$ cat config.mk
export PLATFORM = sky130hd
export DESIGN_NAME = dl_mem_writer
export DESIGN_NICKNAME = d
export VERILOG_FILES = /design/src/rtl/dl_pkg.sv /design/src/rtl/dl_fifo.sv /design/src/rtl/dl_mem_writer.sv
export SDC_FILE = /design/constraint.sdc
export NUM_CORES = 1
export LEC_CHECK = 0
export BUFFER_PORTS_ARGS = -buffer_cell sky130_fd_sc_hd__buf_4
export CAP_MARGIN = 10
export CORE_MARGIN = 10
export CORE_UTILIZATION = 45
export DETAILED_ROUTE_END_ITERATION = 12
export PLACE_DENSITY = 0.71
export REMOVE_ABC_BUFFERS = 1
export SLEW_MARGIN = 20
export SYNTH_ARGS = -nofsm -noshare
export SYNTH_HDL_FRONTEND = slang
export SYNTH_SLANG_ARGS = --single-unit
$ cat constraint.sdc
create_clock -name clk -period 6.91 [get_ports clk]
set_clock_uncertainty 0.05 [all_clocks]
set_input_delay 1.382 -clock clk [delete_from_list [all_inputs] [get_ports clk]]
set_output_delay 1.382 -clock clk [all_outputs]
set_load 0.02 [all_outputs]
$ cat src/rtl/dl_pkg.sv
// Shared types and defaults for the download memory writer: FSM states,
// address/data widths and the FIFO entry width helper.
package dl_pkg;

  localparam int DL_ADDR_W = 25;
  localparam int DL_DATA_W = 16;

  localparam logic [DL_ADDR_W-1:0] DL_BASE_ADDR  = 25'h0E0000;
  localparam logic [DL_ADDR_W-1:0] DL_LIMIT_ADDR = 25'h140000;

  typedef enum logic {ST_IDLE, ST_REQ} dl_state_e;

  // A FIFO entry carries {word address, data word}.
  function automatic int dl_entry_w(input int mem_aw);
    return mem_aw + DL_DATA_W;
  endfunction

endpackage

$ cat src/rtl/dl_fifo.sv
// Synchronous FIFO; head is visible combinationally, pop advances it next clk.
// A push on full is accepted when a pop happens in the same clk.
module dl_fifo #(
  parameter int DEPTH = 8,
  parameter int WIDTH = 34
) (
  input  logic                     clk,
  input  logic                     rst_n,
  input  logic                     push,
  input  logic [WIDTH-1:0]         push_dat,
  input  logic                     pop,
  output logic [WIDTH-1:0]         head_dat,
  output logic                     full,
  output logic                     empty,
  output logic [$clog2(DEPTH):0]   count
);

  localparam int PW = $clog2(DEPTH);
  localparam int CW = PW + 1;

  logic [WIDTH-1:0] mem [DEPTH];
  logic [PW-1:0]    wr_ptr;
  logic [PW-1:0]    rd_ptr;
  logic             do_push;
  logic             do_pop;

  assign empty    = (count == '0);
  assign full     = (count == CW'(DEPTH));
  assign do_pop   = pop & ~empty;
  assign do_push  = push & (~full | do_pop);
  assign head_dat = mem[rd_ptr];

  always_ff @(posedge clk or negedge rst_n) begin
    if (!rst_n) begin
      wr_ptr <= '0;
      rd_ptr <= '0;
      count  <= '0;
    end else begin
      if (do_push) wr_ptr <= wr_ptr + PW'(1);
      if (do_pop)  rd_ptr <= rd_ptr + PW'(1);
      count <= count + CW'(do_push) - CW'(do_pop);
    end
  end

  // Storage needs no reset: entries are only read once count says they are valid.
  always_ff @(posedge clk) begin
    if (do_push) mem[wr_ptr] <= push_dat;
  end

endmodule

$ cat src/rtl/dl_mem_writer.sv
// Window-checks loader words, buffers them and writes them to RAM via req/ack.
// Latency strobe edge -> mem_req is 2 clk; a full FIFO drops words (sticky overflow).
// DL_CHECKSUM_EN adds a mod-2^16 checksum of acked words.
module dl_mem_writer
  import dl_pkg::*;
#(
  parameter int                    DEPTH      = 8,
  parameter logic [DL_ADDR_W-1:0]  BASE_ADDR  = DL_BASE_ADDR,
  parameter logic [DL_ADDR_W-1:0]  LIMIT_ADDR = DL_LIMIT_ADDR,
  parameter int                    MEM_AW     = 18
) (
  input  logic                  clk,
  input  logic                  rst_n,
  input  logic                  downloading,
  input  logic                  wr,
  input  logic [DL_ADDR_W-1:0]  a,
  input  logic [DL_DATA_W-1:0]  d,
  output logic                  mem_req,
  output logic [MEM_AW-1:0]     mem_addr,
  output logic [DL_DATA_W-1:0]  mem_din,
  input  logic                  mem_ack,
  output logic                  busy,
  output logic                  done,
  output logic                  overflow,
  output logic [7:0]            drop_cnt,
  output logic [MEM_AW-1:0]     word_cnt
`ifdef DL_CHECKSUM_EN
  ,
  output logic [15:0]           checksum
`endif
);

  localparam int EW = dl_entry_w(MEM_AW);
  localparam int CW = $clog2(DEPTH) + 1;

  dl_state_e            state;
  logic                 wr_d;
  logic                 dl_d;
  logic                 pend;
  logic                 push_ev;
  logic                 in_win;
  logic                 reject;
  logic                 lost;
  logic                 pop;
  logic                 dl_rise;
  logic                 dl_fall;
  logic [DL_ADDR_W-1:0] off;
  logic [EW-1:0]        push_dat;
  logic [EW-1:0]        head_dat;
  logic                 full;
  logic                 empty;
  logic [CW-1:0]        fifo_cnt;
  logic                 unused_off;

  assign push_ev    = wr & ~wr_d;
  assign in_win     = (a >= BASE_ADDR) && (a < LIMIT_ADDR);
  assign reject     = push_ev & ~in_win;
  assign off        = a - BASE_ADDR;
  assign push_dat   = {off[MEM_AW:1], d};
  assign unused_off = ^{off[DL_ADDR_W-1:MEM_AW+1], off[0]};

  // IDLE takes any queued head; REQ only moves on when the current word is acked.
  assign pop  = ~empty & ((state == ST_IDLE) | ((state == ST_REQ) & mem_ack));
  assign lost = push_ev & in_win & full & ~pop;

  assign dl_rise = downloading & ~dl_d;
  assign dl_fall = ~downloading & dl_d;
  assign busy    = (fifo_cnt != '0) | mem_req;
  assign done    = pend & ~busy;

  dl_fifo #(
    .DEPTH (DEPTH),
    .WIDTH (EW)
  ) u_fifo (
    .clk      (clk),
    .rst_n    (rst_n),
    .push     (push_ev & in_win),
    .push_dat (push_dat),
    .pop      (pop),
    .head_dat (head_dat),
    .full     (full),
    .empty    (empty),
    .count    (fifo_cnt)
  );

  always_ff @(posedge clk or negedge rst_n) begin
    if (!rst_n) begin
      state    <= ST_IDLE;
      wr_d     <= 1'b0;
      dl_d     <= 1'b0;
      pend     <= 1'b0;
      mem_req  <= 1'b0;
      mem_addr <= '0;
      mem_din  <= '0;
      overflow <= 1'b0;
      drop_cnt <= '0;
      word_cnt <= '0;
`ifdef DL_CHECKSUM_EN
      checksum <= '0;
`endif
    end else begin
      wr_d <= wr;
      dl_d <= downloading;

      case (state)
        ST_IDLE: begin
          if (!empty) begin
            {mem_addr, mem_din} <= head_dat;
            mem_req             <= 1'b1;
            state               <= ST_REQ;
          end
        end
        ST_REQ: begin
          if (mem_ack) begin
            word_cnt <= word_cnt + MEM_AW'(1);
`ifdef DL_CHECKSUM_EN
            checksum <= checksum + mem_din;
`endif
            if (!empty) begin
              {mem_addr, mem_din} <= head_dat;
            end else begin
              mem_req <= 1'b0;
              state   <= ST_IDLE;
            end
          end
        end
        default: state <= ST_IDLE;
      endcase

      if (reject && drop_cnt != 8'hFF) drop_cnt <= drop_cnt + 8'd1;
      if (lost)    overflow <= 1'b1;
      if (done)    pend <= 1'b0;
      if (dl_fall) pend <= 1'b1;

      // A new download restarts all per-download status; queued words are kept.
      if (dl_rise) begin
        overflow <= 1'b0;
        drop_cnt <= '0;
        word_cnt <= '0;
        pend     <= 1'b0;
`ifdef DL_CHECKSUM_EN
        checksum <= '0;
`endif
      end
    end
  end

endmodule
Word level (Yosys, flattened, before mapping)
Memories as Yosys holds them, arrays and structs flattened.
Cells that the tools add are included.
{ "classes": {"muxes": 25, "reduce_logical": 11, "n_lt_le_gt_ge": 2, "addsub": 7, "n_eq_ne": 5, "n_bitwise": 24} }
{ "ops": {"columns": ["cell", "n"], "rows": [
  ["2-to-1 mux 18 bit", 5],
  ["case mux 18 bit (2 select lines)", 1],
  ["2-to-1 mux 16 bit", 2],
  ["case mux 16 bit (2 select lines)", 1],
  ["greater-or-equal comparator 25 x 20 -> 1 bit (second input constant)", 1],
  ["less-than comparator 25 x 21 -> 1 bit (second input constant)", 1],
  ["subtractor 19 bit (second input constant)", 1],
  ["adder 18 x 1 -> 18 bit (second input constant)", 1],
  ["2-to-1 mux 8 bit", 2],
  ["AND 1 bit", 12],
  ["2-to-1 mux 1 bit", 12],
  ["NOT 1 bit", 9],
  ["adder 8 x 1 -> 8 bit (second input constant)", 1],
  ["!= test 8 bit (second input constant)", 1],
  ["nonzero test 2 bit", 4],
  ["adder 3 x 1 -> 3 bit (second input constant)", 2],
  ["adder 4 x 1 -> 4 bit", 1],
  ["== test 4 bit (second input constant)", 1],
  ["zero test 4 bit", 1],
  ["!= test 2 bit (second input constant)", 2],
  ["case mux 1 bit (2 select lines)", 2],
  ["nonzero test 4 bit", 1],
  ["subtractor 4 x 1 -> 4 bit", 1],
  ["bitwise OR 1 bit", 3],
  ["5 further kinds", 6]
]} }
{ "word_totals": {"n_memories": 1, "regBits": 76, "input_bits": 46, "output_inout_bits": 64, "wordCells": 88, "ram_bits": 272} }
{ "memory_table": {"columns": ["name", "words", "width", "rd", "rd_clocked_by_memory_dff", "wr", "line_no", "text"], "rows": [
  ["u_fifo.mem", 8, 34, 1, 0, 1, "dl_fifo.sv:21", "logic [WIDTH-1:0] mem [DEPTH];"]
]} }

Logic depth before layout (Yosys ltp)
Gate-level depths: netlist of the first run.
{ "logic_depth": {"word_depth": 8, "ltp_mapped": 11, "mapped_depth_nobuf": 10} }

Modules after synthesis
From an unflattened synthesis of the first run, not the netlist that was laid out.
{ "unflattened": {"hier_cells": 702, "area_unflattened_um2": 13824.5} }
{ "by_module_without_submodules": {"columns": ["module", "cells_each", "area_each_um2", "seq_area_each_um2", "instances"], "rows": [
  ["dl_fifo", 454, 10854.2, 8418.1, 1],
  ["dl_mem_writer", 248, 2970.3, 1651.6, 1]
]} }

Least setup slack after synthesis of the first run
Ideal clock, no wire load.
{ "synth_path": {"path_type": "input port to flip-flop", "from": "input port a[4]", "to": "memory u_fifo.mem[0][0] (enable)", "arrival_time_ns": 5.567, "setup_ns": 0.510, "t_required_ns": 6.350, "setup_slack_ns": 0.783, "cell_stages": 5, "n_path_buf": 0, "path_cell_list": "nor4b_1 nand4_2 o21ai_2 nand2_2 nor4_1"} }
{ "synth_via": {"elab_chain_cells": 6, "elab_cells_between_ends": 7, "classes_between": "order compare: 2; mux: 2; bitwise: 2; reduce/logical: 1"} }
{ "synth_rtl": {"columns": ["item", "line_no", "text"], "rows": [
  ["from (decl)", "dl_mem_writer.sv:16", "input logic [DL_ADDR_W-1:0] a,"],
  ["greater-or-equal comparator 25 x 20 -> 1 bit or less-than comparator 25 x 21 -> 1 bit (tied branches)", "dl_mem_writer.sv:56", "assign in_win = (a >= BASE_ADDR) && (a < LIMIT_ADDR);"],
  ["logical AND 1 bit *", "dl_mem_writer.sv:56", null],
  ["AND 1 bit *", "dl_mem_writer.sv:77", ".push (push_ev & in_win),"],
  ["AND 1 bit *", "dl_fifo.sv:30", "assign do_push = push & (~full | do_pop);"],
  ["2-to-1 mux 1 bit *", "dl_fifo.sv:47", "if (do_push) mem[wr_ptr] <= push_dat;"],
  ["2-to-1 mux 1 bit (not written as such) *", "dl_fifo.sv:47", null],
  ["to (decl)", "dl_fifo.sv:21", null]
]} }
Every way passes the cells marked *; elsewhere a longest branch is shown, timed or not.

Worst setup path in the final report of the first run
{ "layout_path": {"from": "input port a[12]", "to": "memory u_fifo.mem[1][31] (enable)"} }
Same word-level chain as after synthesis.

==> results of run 1 <==
[metrics by stage]
stage                     power (µW)  setup WS (ns)  cell area (µm²)  instances  hold slack [ns]
after detailed placement        4080           2.55            15000       1224            0.432
after global routing            6010           2.90            16100       1288            0.483
after global placement          4050           2.57            15000       1224            0.411
after CTS                       5810           3.07            16100       1287            0.444
final                           5710           3.10            16100       1288            0.439
after floorplan                 3620          0.783            13500        710            0.394
[cell families (layout without fill, tap and decap cells)]
logic type / count (synthesis) / in the layout / share of synthesized area (%)
compound gates: 66 / 66 / 2.85
xor+xnor: 19 / 19 / 1.22
fa+ha+maj: 12 / 12 / 1.15
buf+inv: 45 / 201 / 1.48
flops: 348 / 348 / 73.6
mux: 107 / 107 / 14.1
simple gates: 145 / 145 / 5.60
[sequential cells by signal, indices dropped and copies added, names as in the netlist, 3 cells and up]
name and count:
u_fifo.count 4, mem_addr 18, drop_cnt 8, u_fifo.wr_ptr 3, mem_din 16, word_cnt 18, u_fifo.mem 272, u_fifo.rd_ptr 3
[metal layers]
layer  global-route usage (%)  routed length (µm)  vias to the layer above
met2                     25.4               14400                      142
met1                     17.2               11000                     3574
met3                     2.91                1180                       39
met4                     4.23                 483                        0
met5                        0                   0                        -
li1                         -                   -                     3184
[final timing paths]
kind | from | endpoint | slack, ns
max | a[12] | u_fifo.mem[1][31] | 3.10
min | state | mem_req | 0.44
max reg2reg | u_fifo.count[2] | u_fifo.count[2] | 4.06
min reg2reg | state | mem_req | 0.44
max in group asynchronous | rst_n | u_fifo.rd_ptr[0] | 4.92
min in group asynchronous | rst_n | mem_din[9] | 0.73
[synthesized netlist by cell type (all sizes together) (10+ instances only)]
library cell	n	area share, %
mux4	68	11
buf	15	0.66
mux2i	37	2.7
a21oi	45	1.6
nand3	13	0.48
dfrtp	76	14
ha	11	1.0
nand2	17	0.48
nor3	10	0.48
inv	13	0.36
nor2	58	1.7
clkbuf	17	0.47
edfxtp	272	60
xnor2	11	0.70
[power by group through the flow]
stage / combinational (µW) / sequential (µW) / clock (µW)
after CTS: 1380 / 2660 / 1770
final: 1340 / 2650 / 1720
after detailed placement: 1380 / 2700 / 0
after floorplan: 786 / 2840 / 0
after global placement: 1350 / 2700 / 0
after global routing: 1470 / 2690 / 1850
[final cells by class]
type / instances / share of cell area (%)
flip-flops and latches: 348 / 62.6
repair buffers: 125 / 6.03
clock buffers: 49 / 6.09
multi-input cells: 349 / 21.5
inverters: 13 / 0.303
well taps: 390 / 3.03
clock inverters: 14 / 0.420
==> impl_metrics.tcl, run 1 <==
set metrics [dict create \
    cts_tree "built" \
    max_freq_mhz 262 \
    grt_max_degree 73 \
    min_period_over_period_pct 55.2 \
    antenna_cells 0 \
    crit_type "in2reg" \
    die_w_um 194 \
    syn_inst 742 \
    p_clk_share_pct 30.1 \
    cp-end-kind "flop" \
    combPwrFrac_pct 23.5 \
    p_sw_uw 1610 \
    hpwl_um 16600 \
    max_stage_delay_ns 0.84 \
    via_count 6939 \
    path_max_fanout 25 \
    cts-root-buf "clkbuf_16" \
    cts_resized 0 \
    ys_ff_latch 348 \
    slew_headroom_pct 31.6 \
    viasPerCell 5.39 \
    post-route-util_pct 54.0 \
    worst-path-stages 7 \
    clk_pin_slew_worst_paths_ns 0.06 \
    area_growth_pct 17.7 \
    drt-wirelength-per-cell_um 21.0 \
    final_nets 930 \
    synth-edff-count 272 \
    num_rows 63 \
    crit_family "simple AND/OR/NAND/NOR gates" \
    post_cts_buffers 0 \
    ff_latch_area_mm2 0.0101 \
    grtUsageTotal_pct 14.3 \
    postRouteAntennaNets 0 \
    die_height_um 194 \
    synth.distinct_cells 59 \
    vdd_drop_max_mv 0.189 \
    sw_frac_of_total_pct 28.1 \
    status "complete, no violations" \
    tns_ns 0 \
    p_leak_uw 0.00571 \
    seq_power_share_pct 46.4 \
    r2r_cells 11 \
    syn_area_mm2 0.0137 \
    cts_num_sinks 348 \
    worstMarginPinSlew_ns 1.03 \
    wl_um 27100 \
    gp_congestion 0.762 \
    critPathRequiredTime_ns 7.05 \
    grt_pass1_vias 7398 \
    initial_core_util_pct 45.9 \
    cts_buffer_depth 3 \
    port_buffers 109 \
    grt_antenna_before_repair 0 \
    p_int_uw 4110 \
    coreArea_mm2 0.0298 \
    synth.avg_cell_area_um2 18.4 \
    hold_viol 0 \
    ioPinCount 110 \
    cts_buffers 35 \
    cp_cell_sequence "buf_4 > nor4_1 > nand4_1 > o21ai_2 > nand2_2 > nor3_2 > buf_12" \
    synth_flop_cell "edfxtp_1" \
    fin_crit_ns 3.81 \
    die-area_mm2 0.0378 \
    grt_overflow 0 \
    critPathArrivalTime_ns 3.95 \
    drv_slew 0 \
    rsz0062_at_grt "false" \
    power_density_mw_per_mm2 355 \
    setup_viol_count_final 0 \
    hold_class "reg2reg" \
    max_cap_violations 0 \
    grt_pass1_wl_um 43100 \
    cts-hold-fix-buffers 0 \
    cp-start-kind "primary input" \
    final_common_cell "edfxtp_1" \
    hold_depth 1 \
    multi_input_area_mm2 0.00346 \
    cp_slowest_cell "nor3_2" \
    yosys_warnings 0 \
    dr.pass1.iters 4 \
    drtIter0Drc 371 \
    critPathBufInv 2 \
    synth_seq_area_share_pct 73.6 \
    fill_cells 2342 \
    layout_common_cells "edfxtp_1 (272), buf_4 (123), dfrtp_1 (73)" \
    htree_levels 2 \
    drive_gt1_share_pct 29.6 \
    ys_async_sr_fraction_pct 21.8 \
    clock_latency_ns 0.50 \
    drc 0 \
]
(Power assumes the default switching activity.)
==> run 2, diff against run 1 <==
--- a/config.mk
+++ b/config.mk
@@ -10,7 +10,7 @@
 export CORE_MARGIN = 10
 export CORE_UTILIZATION = 45
 export DETAILED_ROUTE_END_ITERATION = 12
-export PLACE_DENSITY = 0.71
+export PLACE_DENSITY = 0.73
 export REMOVE_ABC_BUFFERS = 1
 export SLEW_MARGIN = 20
 export SYNTH_ARGS = -nofsm -noshare
==> constraint.sdc (replaced) <==
create_clock -name clk -period 3.4 [get_ports clk]
set_clock_uncertainty 0.05 [all_clocks]
set_input_delay 0.68 -clock clk [delete_from_list [all_inputs] [get_ports clk]]
set_output_delay 0.68 -clock clk [all_outputs]
set_load 0.02 [all_outputs]
==> impl_metrics.tcl, run 2 (synthesis results as in run 1) <==
set metrics [dict create \
    p_clk_share_pct 32.9 \
    drtIter0Drc 426 \
    num_rows 63 \
    cp-start-kind "flop" \
    die_w_um 194 \
    p_sw_uw 3440 \
    worst_hold_slack_ns 0.170 \
    setup_viol_count_final 0 \
    slew_headroom_pct 34.8 \
    coreArea_mm2 0.0298 \
    drc 0 \
    min_period_over_period_pct 75.1 \
    grt_antenna_before_repair 1 \
    grt_max_degree 77 \
    power_density_mw_per_mm2 746 \
    cts_resized 0 \
    post_cts_buffers 0 \
    grt_pass1_vias 7491 \
    area_growth_pct 19.4 \
    initial_core_util_pct 45.9 \
    sw_frac_of_total_pct 28.2 \
    final_common_cell "edfxtp_1" \
    max_freq_mhz 392 \
    cts-root-buf "clkbuf_16" \
    combPwrFrac_pct 23.2 \
    post-route-util_pct 54.8 \
    hpwl_um 17300 \
    regMostFlops "u_fifo.mem" \
    gp_congestion 0.758 \
    via_count 7028 \
    seq_power_share_pct 44.0 \
    cts_buffers 37 \
    stdcell_area_mm2 0.0163 \
    port_buffers 109 \
    wl_um 27600 \
    die-area_mm2 0.0378 \
    grt_pass1_wl_um 44200 \
    die_height_um 194 \
    drive_gt1_share_pct 31.9 \
    layout_common_cells "edfxtp_1 (272), buf_4 (135), dfrtp_1 (73)" \
    viasPerCell 5.39 \
    grtUsageTotal_pct 14.6 \
    cts_num_sinks 348 \
    max_cap_violations 0 \
    drv_slew 0 \
    clock_latency_ns 0.52 \
    status "complete, no violations" \
    hold_viol 0 \
    top_regs "u_fifo.mem x272, mem_addr x18, word_cnt x18" \
    critPathRequiredTime_ns 2.67 \
    drt-wirelength-per-cell_um 21.2 \
    rsz0062_at_grt "false" \
    worstMarginPinSlew_ns 0.978 \
    p_leak_uw 0.00584 \
    clk_pin_slew_worst_paths_ns 0.06 \
    vdd_drop_max_mv 0.452 \
    cts_tree "built" \
    ioPinCount 110 \
    postRouteAntennaNets 0 \
    dr.pass1.iters 4 \
    cts-hold-fix-buffers 0 \
    cp-end-kind "output port" \
    fin_crit_ns 2.55 \
    grt_overflow 0 \
    path_max_fanout 5 \
    largest_reg_flops 272 \
    crit_type "reg2out" \
    p_int_uw 8750 \
    dp_cells 1236 \
    cts_buffer_depth 3 \
    critPathArrivalTime_ns 1.82 \
    hold_class "in2async" \
    tns_ns 0 \
    htree_levels 2 \
    postPlaceCellArea_mm2 0.0151 \
    instances_no_fill 1305 \
    final_nets 943 \
]
## run 2: cell count changes in the layout (fill, tap and decap cells not counted), moves of 2 or more
cell and delta:
buf_4 +12, clkbuf_1 -6, bufinv_16 +4, clkinv_1 -4
clkinvlp_4 +4, clkinv_2 +2, inv_6 +2
## run 2: final timing paths
path / startpoint / to / slack, ns / cells after the start
setup / recovery: u_fifo.count[2] / done / 0.85 / 6
hold reg to reg: state / mem_req / 0.44 / 1
setup reg to reg: u_fifo.rd_ptr[0] / mem_din[3] / 0.99 / 4
max in group asynchronous: rst_n / u_fifo.rd_ptr[1] / 2.55 / 1
min in group clk: wr / wr_d / 0.24 / 1
hold / removal: rst_n / drop_cnt[6] / 0.17 / 1
## run 2: per-layer routing
layer | global-route usage (%) | routed length (µm) | up-vias
met5 | 0 | 0 | -
met4 | 3.86 | 443 | 0
met3 | 2.77 | 1260 | 41
met2 | 25.1 | 14200 | 164
met1 | 18.6 | 11700 | 3604
li1 | - | - | 3219
## run 2: layout make-up
type	count	area [µm²]
inverters	13	48.8
clock inverters	24	259
diodes	1	2.50
multi-input cells	349	3460
flip-flops and latches	348	10100
fillers	2354	13500
clock buffers	44	972
well taps	390	488
repair buffers	136	1020
## run 2: worst max-delay path, cell delays in order, from the launching register on
cell      delay, ns
dfrtp_1        0.37
inv_1          0.10
ha_1           0.17
and2_1         0.24
nand2b_1       0.15
nor2_1         0.12
buf_4          0.15
## run 2: power groups by stage
stage / Combinational, µW / Clock (µW) / Sequential [µW]
5_1_grt: 3080 / 4290 / 5440
3_5_place_dp: 2880 / 0 / 5470
6_report: 2820 / 4010 / 5360
2_1_floorplan: 1600 / 0 / 5770
3_3_place_gp: 2870 / 0 / 5460
4_1_cts: 2890 / 4110 / 5380
## run 2: through the flow
step                      power (µW)  setup WS (ns)
final                          12200          0.847
after global routing           12800          0.687
after CTS                      12400          0.815
after detailed placement        8350          0.303
after global placement          8330          0.349
after floorplan                 7360          -2.02
